<file path="config.mk">
export PLATFORM = sky130hd
export DESIGN_NAME = seven_segment_capture
export DESIGN_NICKNAME = d
export VERILOG_FILES = /design/src/rtl/seg7_pkg.sv /design/src/rtl/seg7_pattern_decoder.sv /design/src/rtl/seven_segment_capture.sv
export SDC_FILE = /design/constraint.sdc
export NUM_CORES = 1
export LEC_CHECK = 0
export ABC_AREA = 1
export CAP_MARGIN = 20
export CORE_UTILIZATION = 55
export CTS_BUF_LIST = sky130_fd_sc_hd__clkbuf_16
export CTS_CLUSTER_DIAMETER = 100
export DETAILED_ROUTE_END_ITERATION = 10
export GPL_TIMING_DRIVEN = 0
export MAX_ROUTING_LAYER = met4
export PLACE_DENSITY = 0.88
export RECOVER_POWER = 100
export SYNTH_ARGS = -nofsm -noshare
export SYNTH_HDL_FRONTEND = slang
export SYNTH_SLANG_ARGS = --single-unit
</file>
<file path="constraint.sdc">
create_clock -name clock -period 4.2 [get_ports clock]
set_input_delay 0.84 -clock clock [delete_from_list [all_inputs] [get_ports clock]]
set_output_delay 0.84 -clock clock [all_outputs]
set_load 0.02 [all_outputs]
</file>
<file path="src/rtl/seg7_pkg.sv">
// ----------------------------------------------------------------------------
// seg7_pkg
// Shared definitions for the 7-segment display read-back block:
//   - SEG_0..SEG_9, SEG_BLANK : active-high segment patterns (bit0=a .. bit6=g)
//   - cap_state_t            : capture FSM states
//   - bcd_t                  : one decoded BCD digit
//   - is_onehot8()           : exactly-one-bit-set test for the digit strobe
// ----------------------------------------------------------------------------
package seg7_pkg;

  localparam logic [6:0] SEG_0     = 7'h3F;
  localparam logic [6:0] SEG_1     = 7'h06;
  localparam logic [6:0] SEG_2     = 7'h5B;
  localparam logic [6:0] SEG_3     = 7'h4F;
  localparam logic [6:0] SEG_4     = 7'h66;
  localparam logic [6:0] SEG_5     = 7'h6D;
  localparam logic [6:0] SEG_6     = 7'h7D;
  localparam logic [6:0] SEG_7     = 7'h07;
  localparam logic [6:0] SEG_8     = 7'h7F;
  localparam logic [6:0] SEG_9     = 7'h6F;
  localparam logic [6:0] SEG_BLANK = 7'h00;

  typedef enum logic [1:0] {
    WAIT   = 2'd0,
    SETTLE = 2'd1,
    HOLD   = 2'd2
  } cap_state_t;

  typedef logic [3:0] bcd_t;

  // True when exactly one bit of v is set (active-high strobe view).
  function automatic logic is_onehot8(input logic [7:0] v);
    logic [3:0] n;
    n = 4'd0;
    for (int i = 0; i < 8; i++) begin
      n = n + {3'd0, v[i]};
    end
    return (n == 4'd1);
  endfunction

endpackage

</file>
<file path="src/rtl/seg7_pattern_decoder.sv">
// ----------------------------------------------------------------------------
// seg7_pattern_decoder
// Combinational decode of an active-high segment pattern back to BCD.
//   pat_i   [6:0] in  : active-high segments, bit0=a .. bit6=g
//   value_o [3:0] out : decoded digit (0 for blank or unrecognised)
//   blank_o       out : all segments off
//   error_o       out : pattern is neither a digit nor blank
// ----------------------------------------------------------------------------
module seg7_pattern_decoder
  import seg7_pkg::*;
(
  input  logic [6:0] pat_i,
  output bcd_t       value_o,
  output logic       blank_o,
  output logic       error_o
);

  // Pattern lookup; blank is a legal state, not an error.
  always_comb begin
    value_o = 4'd0;
    blank_o = 1'b0;
    error_o = 1'b0;
    case (pat_i)
      SEG_0:     value_o = 4'd0;
      SEG_1:     value_o = 4'd1;
      SEG_2:     value_o = 4'd2;
      SEG_3:     value_o = 4'd3;
      SEG_4:     value_o = 4'd4;
      SEG_5:     value_o = 4'd5;
      SEG_6:     value_o = 4'd6;
      SEG_7:     value_o = 4'd7;
      SEG_8:     value_o = 4'd8;
      SEG_9:     value_o = 4'd9;
      SEG_BLANK: blank_o = 1'b1;
      default:   error_o = 1'b1;
    endcase
  end

endmodule

</file>
<file path="src/rtl/seven_segment_capture.sv">
// ----------------------------------------------------------------------------
// seven_segment_capture
// Reads back a multiplexed active-low 7-segment bus and rebuilds an 8-digit
// snapshot of BCD values, blank flags and error flags.
//   clock          in  : system clock, all state on posedge
//   reset_L        in  : asynchronous active-low reset
//   seg_n     [6:0] in : segment lines, active-low (bit0=a .. bit6=g)
//   dig_sel_n [7:0] in : digit strobe, active-low one-hot
//   bcd_out  [31:0] out: digit i value in [4i+3:4i]
//   blank_out [7:0] out: digit i captured blank
//   err_out   [7:0] out: digit i captured with unrecognised pattern
//   capture        out : pulse, one digit latched
//   frame_done     out : pulse, all 8 digits latched since last frame_done
//   sel_fault      out : pulse, sampled strobe not one-hot
// A digit is latched once its strobe and segments have been stable for
// STABLE_CYCLES sampled cycles; it is not re-latched until the dwell changes.
// ----------------------------------------------------------------------------
module seven_segment_capture
  import seg7_pkg::*;
#(
  parameter int STABLE_CYCLES = 4
) (
  input  logic        clock,
  input  logic        reset_L,
  input  logic [6:0]  seg_n,
  input  logic [7:0]  dig_sel_n,
  output logic [31:0] bcd_out,
  output logic [7:0]  blank_out,
  output logic [7:0]  err_out,
  output logic        capture,
  output logic        frame_done,
  output logic        sel_fault
);

  localparam int             CW      = $clog2(STABLE_CYCLES + 1);
  localparam logic [CW-1:0]  CNT_MAX = CW'(STABLE_CYCLES);

  // Sample stage is kept active-high: 0 means "strobe idle / segments off".
  logic [7:0]    sel_q, sel_prev_q;
  logic [6:0]    pat_q, pat_prev_q;
  cap_state_t    state_q, state_d;
  logic [CW-1:0] cnt_q, cnt_d;
  logic [7:0]    seen_q, seen_d;
  logic [31:0]   bcd_q;
  logic [7:0]    blank_q, err_q;
  logic          capture_q, frame_done_q, sel_fault_q;

  logic          onehot_s, same_s, cap_s, frame_s;
  logic [2:0]    idx_s;
  logic [7:0]    seen_set_s;
  bcd_t          dec_value_s;
  logic          dec_blank_s, dec_error_s;

  seg7_pattern_decoder u_dec (
    .pat_i   (pat_q),
    .value_o (dec_value_s),
    .blank_o (dec_blank_s),
    .error_o (dec_error_s)
  );

  // Strobe qualification, change detection and digit index.
  always_comb begin
    onehot_s = is_onehot8(sel_q);
    same_s   = (sel_q == sel_prev_q) && (pat_q == pat_prev_q);
    idx_s    = 3'd0;
    for (int i = 0; i < 8; i++) begin
      // OR-reduction is exact because idx_s is only used when sel_q is one-hot.
      idx_s = idx_s | (sel_q[i] ? 3'(i) : 3'd0);
    end
  end

  // Next-state / dwell counter logic.
  always_comb begin
    state_d = state_q;
    cnt_d   = cnt_q;
    cap_s   = 1'b0;
    case (state_q)
      WAIT: begin
        if (onehot_s) begin
          state_d = SETTLE;
          cnt_d   = CW'(1);
        end else begin
          cnt_d   = '0;
        end
      end
      SETTLE: begin
        if (!onehot_s) begin
          state_d = WAIT;
          cnt_d   = '0;
        end else if (same_s) begin
          cnt_d   = (cnt_q == CNT_MAX) ? cnt_q : cnt_q + CW'(1);
        end else begin
          cnt_d   = CW'(1);
        end
      end
      HOLD: begin
        if (!onehot_s) begin
          state_d = WAIT;
          cnt_d   = '0;
        end else if (!same_s) begin
          state_d = SETTLE;
          cnt_d   = CW'(1);
        end else begin
          cnt_d   = cnt_q;
        end
      end
      default: begin
        state_d = WAIT;
        cnt_d   = '0;
      end
    endcase
    // Reaching the threshold (including on the first cycle when it is 1) latches.
    if (state_d == SETTLE && cnt_d == CNT_MAX) begin
      cap_s   = 1'b1;
      state_d = HOLD;
    end else begin
      cap_s   = 1'b0;
    end
  end

  // Seen-mask bookkeeping; a completing capture clears the mask for the next frame.
  always_comb begin
    seen_set_s = seen_q | sel_q;
    frame_s    = cap_s && (seen_set_s == 8'hFF);
    if (frame_s) begin
      seen_d = 8'h00;
    end else if (cap_s) begin
      seen_d = seen_set_s;
    end else begin
      seen_d = seen_q;
    end
  end

  // Sample stage, FSM state, digit storage and registered pulse outputs.
  always_ff @(posedge clock or negedge reset_L) begin
    if (!reset_L) begin
      sel_q        <= 8'h00;
      sel_prev_q   <= 8'h00;
      pat_q        <= 7'h00;
      pat_prev_q   <= 7'h00;
      state_q      <= WAIT;
      cnt_q        <= '0;
      seen_q       <= 8'h00;
      bcd_q        <= 32'h0;
      blank_q      <= 8'h00;
      err_q        <= 8'h00;
      capture_q    <= 1'b0;
      frame_done_q <= 1'b0;
      sel_fault_q  <= 1'b0;
    end else begin
      sel_q        <= ~dig_sel_n;
      pat_q        <= ~seg_n;
      sel_prev_q   <= sel_q;
      pat_prev_q   <= pat_q;
      state_q      <= state_d;
      cnt_q        <= cnt_d;
      seen_q       <= seen_d;
      capture_q    <= cap_s;
      frame_done_q <= frame_s;
      sel_fault_q  <= ~onehot_s;
      if (cap_s) begin
        bcd_q[{idx_s, 2'b00} +: 4] <= dec_value_s;
        blank_q[idx_s]             <= dec_blank_s;
        err_q[idx_s]               <= dec_error_s;
      end
    end
  end

  assign bcd_out    = bcd_q;
  assign blank_out  = blank_q;
  assign err_out    = err_q;
  assign capture    = capture_q;
  assign frame_done = frame_done_q;
  assign sel_fault  = sel_fault_q;

endmodule

</file>
==> impl_metrics.yaml, run 1 <==
worst_setup_path:
  crit_fanout: 6
  ff2ff_setup_slack_ns: 0.09
  crit_path_end_kind: "flip-flop"
  startpoint_type: "flip-flop"
  cp-endpoint: "bcd_out[13]$_DFFE_PN0P_"
  worstPathRequired_ns: 4.44
  worstPathArrival_ns: 4.35
  rr_worst_depth: 20
  crit_path_start: "sel_q[3]$_DFF_PN0_"
  r2r-start: "sel_q[3]$_DFF_PN0_"
  critPathKind: "reg2reg"
  r2r_end: "bcd_out[13]$_DFFE_PN0P_"
synthesis:
  syn_avg_cell_area_um2: 7.77
  ys_ff_latch: 94
  postSynthCellCount: 638
  ys_warn_count: 0
  synth_area_um2: 4950
  synthesis.nets: 668
  ys_types: 31
  synth-seq-area-share_pct: 47.5
finish:
  multi_input_area_um2: 2270
  nets: 758
  area_growth_pct: 27.9
  diodes: 0
  utilization_pct: 72.7
  nFillCells: 618
  drive_above_1_share_pct: 13.1
  regArea_um2: 2350
  fin_cells: 841
  design_area_um2: 6340
placed_design:
  globalplace.congestion: 0.883
  port_buffers: 67
  hpwl_mm: 8.76
  place_area_um2: 5790
  dp.cells: 814
cts:
  clock_path_buffers: 2
  cts_tree: "yes"
  cts.clk_slew.worst_paths_ns: 0.07
  cts_made_buffers: 9
  cts_root_buffer: "clkbuf_16"
  htree_levels: 3
  clkLatencyLatePin_ns: 0.35
  cts_sinks: 94
floorplan:
  coreArea_um2: 8720
  die_w_um: 96.9
  dieArea_um2: 9390
  initial_core_util_pct: 56.8
  ios: 68
  die_y_um: 96.9
  fp-row-count: 34
grt:
  grt_overflow: 0
  grt_max_degree: 53
  grt_pass1_vias: 4545
  antenna_found_initial: 0
  grt_pass1_wl_mm: 20.2
  track_usage_pct: 27.4
detailed_routing:
  ant_nets: 0
  vias: 4749
  wl_per_cell_um: 14.8
  vias_per_cell: 5.65
  drtIter0Drc: 394
  totalWireLength_mm: 12.4
  drc: 0
  drtPass1Iterations: 5
timing:
  timing.hold.ws_ns: 0.380
  fmax_mhz: 243
  tightest_slew_ns: 0.800
  period_share_pct: 97.8
  drv_slew: 0
  slew_headroom_pct: 46.3
  setup_viol: 0
  skew_ns: 0.0102
  min_period_ns: 4.11
  final-hold-violation-count: 0
  grt_setup_unrepaired: "true"
  setup_tns_ns: 0
power:
  ir_drop_v: 0.000193
  p_per_area_nw_per_um2: 307
  leakagePower_nw: 3.22
run:
  drv_cap: 0
hold_path:
  hp-class: "reg2reg"
outcome:
  status: "finished, final reports clean"
## registers in the layout, indices dropped and copies added (netlist names), 2 cells and up
signal	cells
blank_out	8
cnt_q	3
sel_prev_q	8
pat_q	7
state_q	2
seen_q	8
err_out	8
bcd_out	32
pat_prev_q	7
sel_q	8
## what timing repair did
action | in CTS | in global routing
pin swaps | 1 | 6
gates resized for setup | 3 | 47
gates cloned | 0 | 2
hold buffers | 0 | 0
buffers inserted | 3 | 6
setup endpoints to repair | 58 | 60
## cell families after synthesis
| logic type | synth area share, % |
|---|---|
| adder cells (fa/ha/maj) | 3.89 |
| XOR/XNOR | 0.707 |
| AND/OR/NAND/NOR | 37.9 |
| AO/OA/AOI/OAI | 1.34 |
| flip-flops | 47.5 |
| buffers and inverters | 8.69 |
## layout make-up
class,count,share of cell area [%]
inverters,80,4.78
plain buffers,24,2.88
clock inverters,7,0.652
repair buffers,79,13.0
multi-input cells,440,35.8
well taps,108,2.13
clock buffers,9,3.55
flip-flops and latches,94,37.1
## power breakdown
group	switching (mW)	leakage, nW	internal [mW]
clock	0.341	0.132	0.397
combinational	0.148	1.85	0.0978
sequential	0.0296	1.24	0.931
total	0.519	3.22	1.43
## cells in the mapped netlist, drive strengths merged
cell type / instances / area [um2]
nand2: 205 / 769
dfrtp: 94 / 2350
nor2: 81 / 322
inv: 77 / 289
nand4: 71 / 459
nand3: 33 / 195
buf: 19 / 111
nor3: 15 / 95.1
ha: 9 / 113
a21oi: 5 / 25.0
clkbuf: 5 / 18.8
fa: 4 / 80.1
o21ai: 4 / 20.0
or2: 4 / 25.0
clkinv: 3 / 11.3
xnor2: 2 / 17.5
xor2: 2 / 17.5
nand2b: 1 / 6.26
nor4: 1 / 6.26
o211ai: 1 / 7.51
o21a: 1 / 7.51
o22ai: 1 / 6.26
## worst min path at each step
stage,endpoint,depth (start not counted),start
final,pat_prev_q[6]$_DFF_PN0_,0,pat_q[6]$_DFF_PN0_
after global routing,pat_prev_q[6]$_DFF_PN0_,0,pat_q[6]$_DFF_PN0_
after CTS,pat_prev_q[6]$_DFF_PN0_,0,pat_q[6]$_DFF_PN0_
after detailed placement,pat_prev_q[6]$_DFF_PN0_,0,pat_q[6]$_DFF_PN0_
after global placement,pat_prev_q[6]$_DFF_PN0_,0,pat_q[6]$_DFF_PN0_
after floorplan,pat_prev_q[6]$_DFF_PN0_,0,pat_q[6]$_DFF_PN0_
## stage by stage
step,power (mW),setup WS (ns)
3_3_place_gp,1.16,-0.943
3_5_place_dp,1.18,-0.161
6_report,1.94,0.0905
2_1_floorplan,1.10,0.334
4_1_cts,1.92,0.00390
5_1_grt,2.02,-0.0485
## layout by cell type, fill, tap and decap left out, types with 3 or more instances in the layout
cell	instances
a21oi_1	4
buf_2	4
buf_4	16
buf_6	3
clkbuf_1	5
clkbuf_16	11
clkbuf_4	3
clkdlybuf4s50_1	66
clkinv_1	5
dfrtp_1	93
fa_1	4
ha_1	8
inv_1	62
inv_2	15
nand2_1	201
nand2_2	4
nand3_1	21
nand3_2	9
nand3_4	3
nand4_1	70
nor2_1	77
nor2_4	3
nor3_1	11
nor3_2	4
or2_2	4
## routing by layer
layer,global-route usage (%),wire length (um),up-vias
li1,-,-,2230
met5,-,0,-
met2,45.2,6170,210
met4,11.9,322,0
met3,4.19,757,39
met1,33.4,5160,2270
## worst max-delay path, cell delays in order (launching register included)
cell       delay (ns)
dfrtp_1          0.41
inv_2            0.11
fa_1             0.43
fa_1             0.52
fa_1             0.42
inv_1            0.08
ha_2             0.18
inv_2            0.04
fa_1             0.47
nand2_1          0.06
inv_2            0.05
o21ai_2          0.05
nand2b_4         0.18
a21oi_4          0.14
o21ai_2          0.10
nor2_4           0.18
buf_12           0.16
clkbuf_16        0.16
nand3_4          0.08
nand2_2          0.11
nand2_1          0.05
No activity file was read; power rests on OpenSTA's default activity.
==> run 2: changes to the inputs <==
--- a/config.mk
+++ b/config.mk
@@ -5,9 +5,9 @@
 export SDC_FILE = /design/constraint.sdc
 export NUM_CORES = 1
 export LEC_CHECK = 0
-export ABC_AREA = 1
+export ABC_AREA = 0
 export CAP_MARGIN = 20
-export CORE_UTILIZATION = 55
+export CORE_UTILIZATION = 54
 export CTS_BUF_LIST = sky130_fd_sc_hd__clkbuf_16
 export CTS_CLUSTER_DIAMETER = 100
 export DETAILED_ROUTE_END_ITERATION = 10
==> run 2 against run 1 <==
  * Critical endpoint is now bcd_out[23]$_DFFE_PN0P_
  * Highest routed layer unchanged
  * Flip-flop and latch count unchanged
  * The run now ends with capacitance limit, slew limit, setup timing left
  * Die area shrank 10%
  * Largest cell class unchanged
  * Worst setup slack worse by 0.15 ns
==> impl_metrics.yaml, run 2 <==
synthesis:
  ys_ff_latch: 94
  yosysTopAreaCellShare_pct: 53.9
  synth-seq-area-share_pct: 53.9
  synthesis.nets: 402
  synthArstFlopShare_pct: 100
  synth_top_cell_by_area: "dfrtp_1"
  ys_types: 54
  postSynthCellCount: 372
  synth_common_cells: "dfrtp_1 (94), inv_1 (38), mux2_2 (35)"
  synth_flop_cell: "dfrtp_1"
  synth.area.top_cells: "dfrtp_1 (54%), mux2_2 (9.0%), inv_1 (3.3%), ha_1 (2.6%), nor2_1 (2.5%)"
  synth_area_um2: 4360
  synth_edf_count: 0
  syn_avg_cell_area_um2: 11.7
  ys_warn_count: 0
  yosysMostFrequentCell: "dfrtp_1"
timing:
  timing.final.ws_setup_ns: -0.0643
  setup_tns_ns: -0.275
  skew_ns: 0.00868
  drv_slew: 36
  slew_headroom_pct: -15.6
  final-hold-violation-count: 0
  period_share_pct: 102
  grt_setup_unrepaired: "true"
  fmax_mhz: 235
  min_period_ns: 4.26
  setup_viol: 12
  tightest_slew_ns: 1.73
finish:
  regArea_um2: 2350
  drive_above_1_share_pct: 22.1
  final_common_cell: "dfrtp_1"
  nFillCells: 504
  most-common-layout-cells: "dfrtp_1 (92), dlygate4sd3_1 (66), inv_1 (34), mux2_2 (34), nor2_1 (29)"
  diodes: 0
  largest_reg_flops: 32
  multi_input_area_um2: 1930
  area_growth_pct: 29.2
  nets: 483
worst_setup_path:
  cp_slowest_stage_delay_ns: 0.55
  crit_chain: "inv_2, fa_1, fa_1, fa_1, inv_2, ha_4, inv_2, fa_2, a211oi_2, mux2_4, and3_4, nand2_8, nor4_2, mux2_2"
  crit_path_end_kind: "flip-flop"
  crit_family: "adder cells"
  crit_path_start: "sel_q[1]$_DFF_PN0_"
  r2r_end: "bcd_out[23]$_DFFE_PN0P_"
  rr_worst_depth: 14
  cp-endpoint: "bcd_out[23]$_DFFE_PN0P_"
  worstPathArrival_ns: 4.49
  slowest_stage: "fa_1"
  crit_fanout: 8
  path_buf_inv: 3
  worstPathRequired_ns: 4.43
  r2r-start: "sel_q[1]$_DFF_PN0_"
  ff2ff_setup_slack_ns: -0.06
  critPathKind: "reg2reg"
  cp_num_cells: 14
  startpoint_type: "flip-flop"
floorplan:
  initial_core_util_pct: 56.2
  fp-row-count: 32
  die_w_um: 91.9
  coreArea_um2: 7770
  die_y_um: 91.9
  ios: 68
  dieArea_um2: 8440
grt:
  antenna_found_initial: 0
  track_usage_pct: 25.4
  grt_pass1_wl_mm: 16.0
  grt_max_degree: 61
  grt_overflow: 0
  grt_pass1_vias: 3195
power:
  ir_drop_v: 0.000256
  p_per_area_nw_per_um2: 351
  leakagePower_nw: 2.77
  p_total_mw: 1.98
cts:
  cts_sinks: 94
  clkLatencyLatePin_ns: 0.34
  cts_made_buffers: 9
  cts_hold_buf: 0
  clock_path_buffers: 2
  cts_tree: "yes"
  cts_root_buffer: "clkbuf_16"
  htree_levels: 3
  cts.clk_slew.worst_paths_ns: 0.07
placed_design:
  hpwl_mm: 6.57
  globalplace.congestion: 0.840
  port_buffers: 67
detailed_routing:
  ant_nets: 0
  totalWireLength_mm: 9.92
  drtPass1Iterations: 5
  wl_per_cell_um: 17.8
  vias_per_cell: 5.70
  drc: 0
  drtIter0Drc: 171
  vias: 3178
outcome:
  violations: "capacitance limit, slew limit, setup timing"
  status: "finished, violations left"
run:
  drv_cap: 1
hold_path:
  hp-class: "reg2reg"
[run 2: area by class of cell]
| type | instances | share of cell area (%) |
|---|---|---|
| timing repair buffer | 74 | 12.5 |
| sequential | 94 | 41.8 |
| multi-input combinational | 222 | 34.3 |
| tap | 102 | 2.26 |
| buffer | 14 | 1.55 |
| clock buffer | 9 | 3.99 |
| inverter | 38 | 2.53 |
| clock inverter | 5 | 1.11 |
[run 2: repair_timing]
| action | CTS | global route |
|---|---|---|
| endpoints found under the setup margin | 57 | 54 |
| buffers inserted | 4 | 1 |
| pin swaps | 1 | 7 |
| gates resized for setup | 26 | 11 |
| endpoints found under the hold margin | 0 | 0 |
[run 2: worst min-delay path by stage]
stage | cells after the start | endpoint | slack [ns] | start
finish | 0 | pat_prev_q[5]$_DFF_PN0_ | 0.37 | pat_q[5]$_DFF_PN0_
global route | 0 | pat_prev_q[4]$_DFF_PN0_ | 0.39 | pat_q[4]$_DFF_PN0_
CTS | 0 | pat_prev_q[5]$_DFF_PN0_ | 0.38 | pat_q[5]$_DFF_PN0_
detailed placement | 0 | pat_prev_q[5]$_DFF_PN0_ | 0.36 | pat_q[5]$_DFF_PN0_
global placement | 0 | pat_prev_q[2]$_DFF_PN0_ | 0.35 | pat_q[2]$_DFF_PN0_
floorplan | 0 | pat_prev_q[2]$_DFF_PN0_ | 0.35 | pat_q[2]$_DFF_PN0_
[run 2: layer usage]
| layer | wire, um | vias to the layer above | GRT usage, % |
|---|---|---|---|
| met5 | 0 | - | - |
| met3 | 376 | 24 | 3.15 |
| li1 | - | 1444 | - |
| met2 | 5190 | 101 | 42.2 |
| met1 | 4120 | 1609 | 31.2 |
| met4 | 231 | 0 | 11.7 |
[run 2: logic make-up after synthesis]
family,after synthesis,share of synthesized area [%]
flip-flops,94,53.9
XOR/XNOR,17,3.41
buffers and inverters,56,5.62
AND/OR/NAND/NOR,108,14.5
multiplexers,50,13.0
adder cells (fa/ha/maj),13,4.42
AO/OA/AOI/OAI,34,5.05
[run 2: through the flow]
stage,cells,hold WS [ns],util (%),worst slack (ns),instance area (um2)
final,558,0.373,72.6,-0.0643,5640
after global routing,558,0.391,72.6,-0.132,5640
after CTS,557,0.375,72.5,-0.0349,5630
after detailed placement,543,0.360,66.8,-0.672,5190
after global placement,541,0.354,66.4,-0.922,5160
after floorplan,372,0.349,-,0.0186,4360
[run 2: power by group]
group	leakage [nW]	switching [mW]	total, mW	internal (mW)
Combinational	1.40	0.137	0.235	0.0986
Sequential	1.24	0.0212	0.952	0.930
Clock	0.134	0.336	0.793	0.456
Total	2.77	0.494	1.98	1.49
==> run 3: changes to the inputs <==
--- a/config.mk
+++ b/config.mk
@@ -6,7 +6,6 @@
 export NUM_CORES = 1
 export LEC_CHECK = 0
 export ABC_AREA = 0
-export CAP_MARGIN = 20
 export CORE_UTILIZATION = 54
 export CTS_BUF_LIST = sky130_fd_sc_hd__clkbuf_16
 export CTS_CLUSTER_DIAMETER = 100
==> run 3 against run 2 <==
  * Critical endpoint is now err_out[4]$_DFFE_PN0P_
  * Global-route usage up 0.22 points
  * Flip-flop and latch count did not move
  * Critical path type unchanged
  * Worst setup slack improved by 0.072 ns
  * Core utilization is 1.3 points higher
  * The run now ends clean
  * Clock power up 2%
==> impl_metrics.yaml, run 3 (synthesis gave the netlist of run 2 again) <==
worst_setup_path:
  rr_worst_depth: 15
  crit_fanout: 5
  r2r-start: "sel_q[0]$_DFF_PN0_"
  crit_path_start: "sel_q[0]$_DFF_PN0_"
  crit_path_end_kind: "flip-flop"
  crit_chain: "inv_2, fa_1, fa_1, fa_1, inv_2, ha_4, inv_2, fa_2, a211oi_2, mux2_4, and3_4, nand2_8, buf_12, nor4_4, mux2_4"
  ff2ff_setup_slack_ns: 0.008
  critPathKind: "reg2reg"
  slowest_stage: "fa_1"
  path_buf_inv: 4
  cp-endpoint: "err_out[4]$_DFFE_PN0P_"
  startpoint_type: "flip-flop"
  cp_slowest_stage_delay_ns: 0.55
  r2r_end: "err_out[4]$_DFFE_PN0P_"
  cp_num_cells: 15
  worstPathArrival_ns: 4.42
  crit_family: "adder cells"
  worstPathRequired_ns: 4.43
run:
  drv_cap: 0
floorplan:
  fp-row-count: 32
  coreArea_um2: 7770
  initial_core_util_pct: 56.2
  ios: 68
  die_w_um: 91.9
  dieArea_um2: 8440
  die_y_um: 91.9
finish:
  area_growth_pct: 31.5
  nets: 483
  drive_above_1_share_pct: 22.4
  diodes: 0
  most-common-layout-cells: "dfrtp_1 (92), clkdlybuf4s50_1 (66), inv_1 (34)"
  final_common_cell: "dfrtp_1"
  largest_reg_flops: 32
  fin_cells: 558
detailed_routing:
  met2_length_mm: 5.49
  ant_nets: 0
  met1_length_mm: 4.23
  drc: 0
  totalWireLength_mm: 10.7
  drtPass1Iterations: 6
  wl_per_cell_um: 19.2
  wl_met3_um: 577
  drtIter0Drc: 226
  vias_per_cell: 5.97
  top_layer_used: "met4"
  vias: 3329
hold_path:
  hp-class: "reg2reg"
  holdPathStages: 0
grt:
  grt_overflow: 0
  grt_pass1_wl_mm: 16.0
  grt_max_degree: 61
  track_usage_pct: 25.6
  antenna_found_initial: 0
  grt_pass1_vias: 3275
timing:
  period_share_pct: 99.8
  grt_setup_unrepaired: "true"
  drv_slew: 0
  fmax_mhz: 239
  timing.final.ws_setup_ns: 0.00780
  skew_ns: 0.00626
  setup_viol: 0
  slew_headroom_pct: 18.9
  min_period_ns: 4.19
  final-hold-violation-count: 0
  tightest_slew_ns: 1.21
placed_design:
  globalplace.congestion: 0.840
  hpwl_mm: 6.53
  dp_slack_ns: -0.637
  port_buffers: 67
  dp.cells: 542
cts:
  cts_tree: "yes"
  cts.clk_slew.worst_paths_ns: 0.06
  htree_levels: 3
  clkLatencyLatePin_ns: 0.35
  cts_root_buffer: "clkbuf_16"
  cts_sinks: 94
  cts_hold_buf: 0
  clock_path_buffers: 2
  cts_made_buffers: 9
power:
  leakagePower_nw: 2.65
  ir_drop_v: 0.000222
  p_per_area_nw_per_um2: 350
outcome:
  status: "finished, final reports clean"
[run 3: cell count changes in the layout (fill, tap and decap cells not counted), moves of 2 or more]
cell	before	now
buf_4	4	6
clkbuf_1	11	8
clkdlybuf4s50_1	0	66
dlygate4sd3_1	66	0
mux2_1	6	8
mux2_2	34	32
nor4_2	3	0
nor4_4	10	13
[run 3: worst min-delay path by stage]
| stage | start | to | slack [ns] |
|---|---|---|---|
| after CTS | pat_q[3]$_DFF_PN0_ | pat_prev_q[3]$_DFF_PN0_ | 0.38 |
| after global placement | pat_q[2]$_DFF_PN0_ | pat_prev_q[2]$_DFF_PN0_ | 0.35 |
| after global routing | pat_q[3]$_DFF_PN0_ | pat_prev_q[3]$_DFF_PN0_ | 0.39 |
| final | pat_q[5]$_DFF_PN0_ | pat_prev_q[5]$_DFF_PN0_ | 0.38 |
| after floorplan | pat_q[2]$_DFF_PN0_ | pat_prev_q[2]$_DFF_PN0_ | 0.35 |
| after detailed placement | pat_q[5]$_DFF_PN0_ | pat_prev_q[5]$_DFF_PN0_ | 0.36 |
[run 3: per-layer routing]
| metal | vias up | track usage (%) |
|---|---|---|
| met1 | 1682 | 31.1 |
| met2 | 161 | 42.1 |
| met3 | 44 | 4.48 |
| li1 | 1442 | - |
| met5 | - | - |
| met4 | 0 | 11.6 |
[run 3: where the power goes]
part	switching (mW)	internal (mW)	total, mW
logic	0.145	0.104	0.250
registers	0.0228	0.930	0.953
clock network	0.349	0.457	0.805
[run 3: metrics by stage]
step / utilization (%) / setup TNS [ns] / hold slack (ns) / power [mW] / instance area (um2)
after floorplan: - / 0 / 0.349 / 1.09 / 4360
after detailed placement: 66.8 / -19.60 / 0.361 / 1.16 / 5190
final: 73.9 / 0 / 0.385 / 2.01 / 5740
after global placement: 66.4 / -95.82 / 0.354 / 1.15 / 5160
after CTS: 72.5 / -0.0798 / 0.380 / 1.98 / 5630
after global routing: 73.9 / -0.0725 / 0.388 / 2.07 / 5740
[run 3: timing repair]
action / in CTS / in global routing
endpoints found under the setup margin: 58 / 47
resized for setup: 28 / 15
pin swaps: 1 / 9
cloned: 0 / 2
setup buffers: 4 / 0
[run 3: area by class of cell]
class | instances | area [um2]
clock inverter | 5 | 62.6
inverter | 38 | 143
multi-input combinational | 223 | 1980
buffer | 14 | 96.3
fill | 459 | 2030
tap | 102 | 128
clock buffer | 9 | 225
sequential | 94 | 2350
timing repair buffer | 73 | 751
[run 3: worst register-to-register path: stages, from the launching register on]
cell	delay, ns
dfrtp_1	0.39
inv_2	0.06
fa_1	0.55
fa_1	0.45
fa_1	0.45
inv_2	0.09
ha_4	0.14
inv_2	0.04
fa_2	0.34
a211oi_2	0.14
mux2_4	0.17
and3_4	0.27
nand2_8	0.10
buf_12	0.20
nor4_4	0.35
mux2_4	0.34
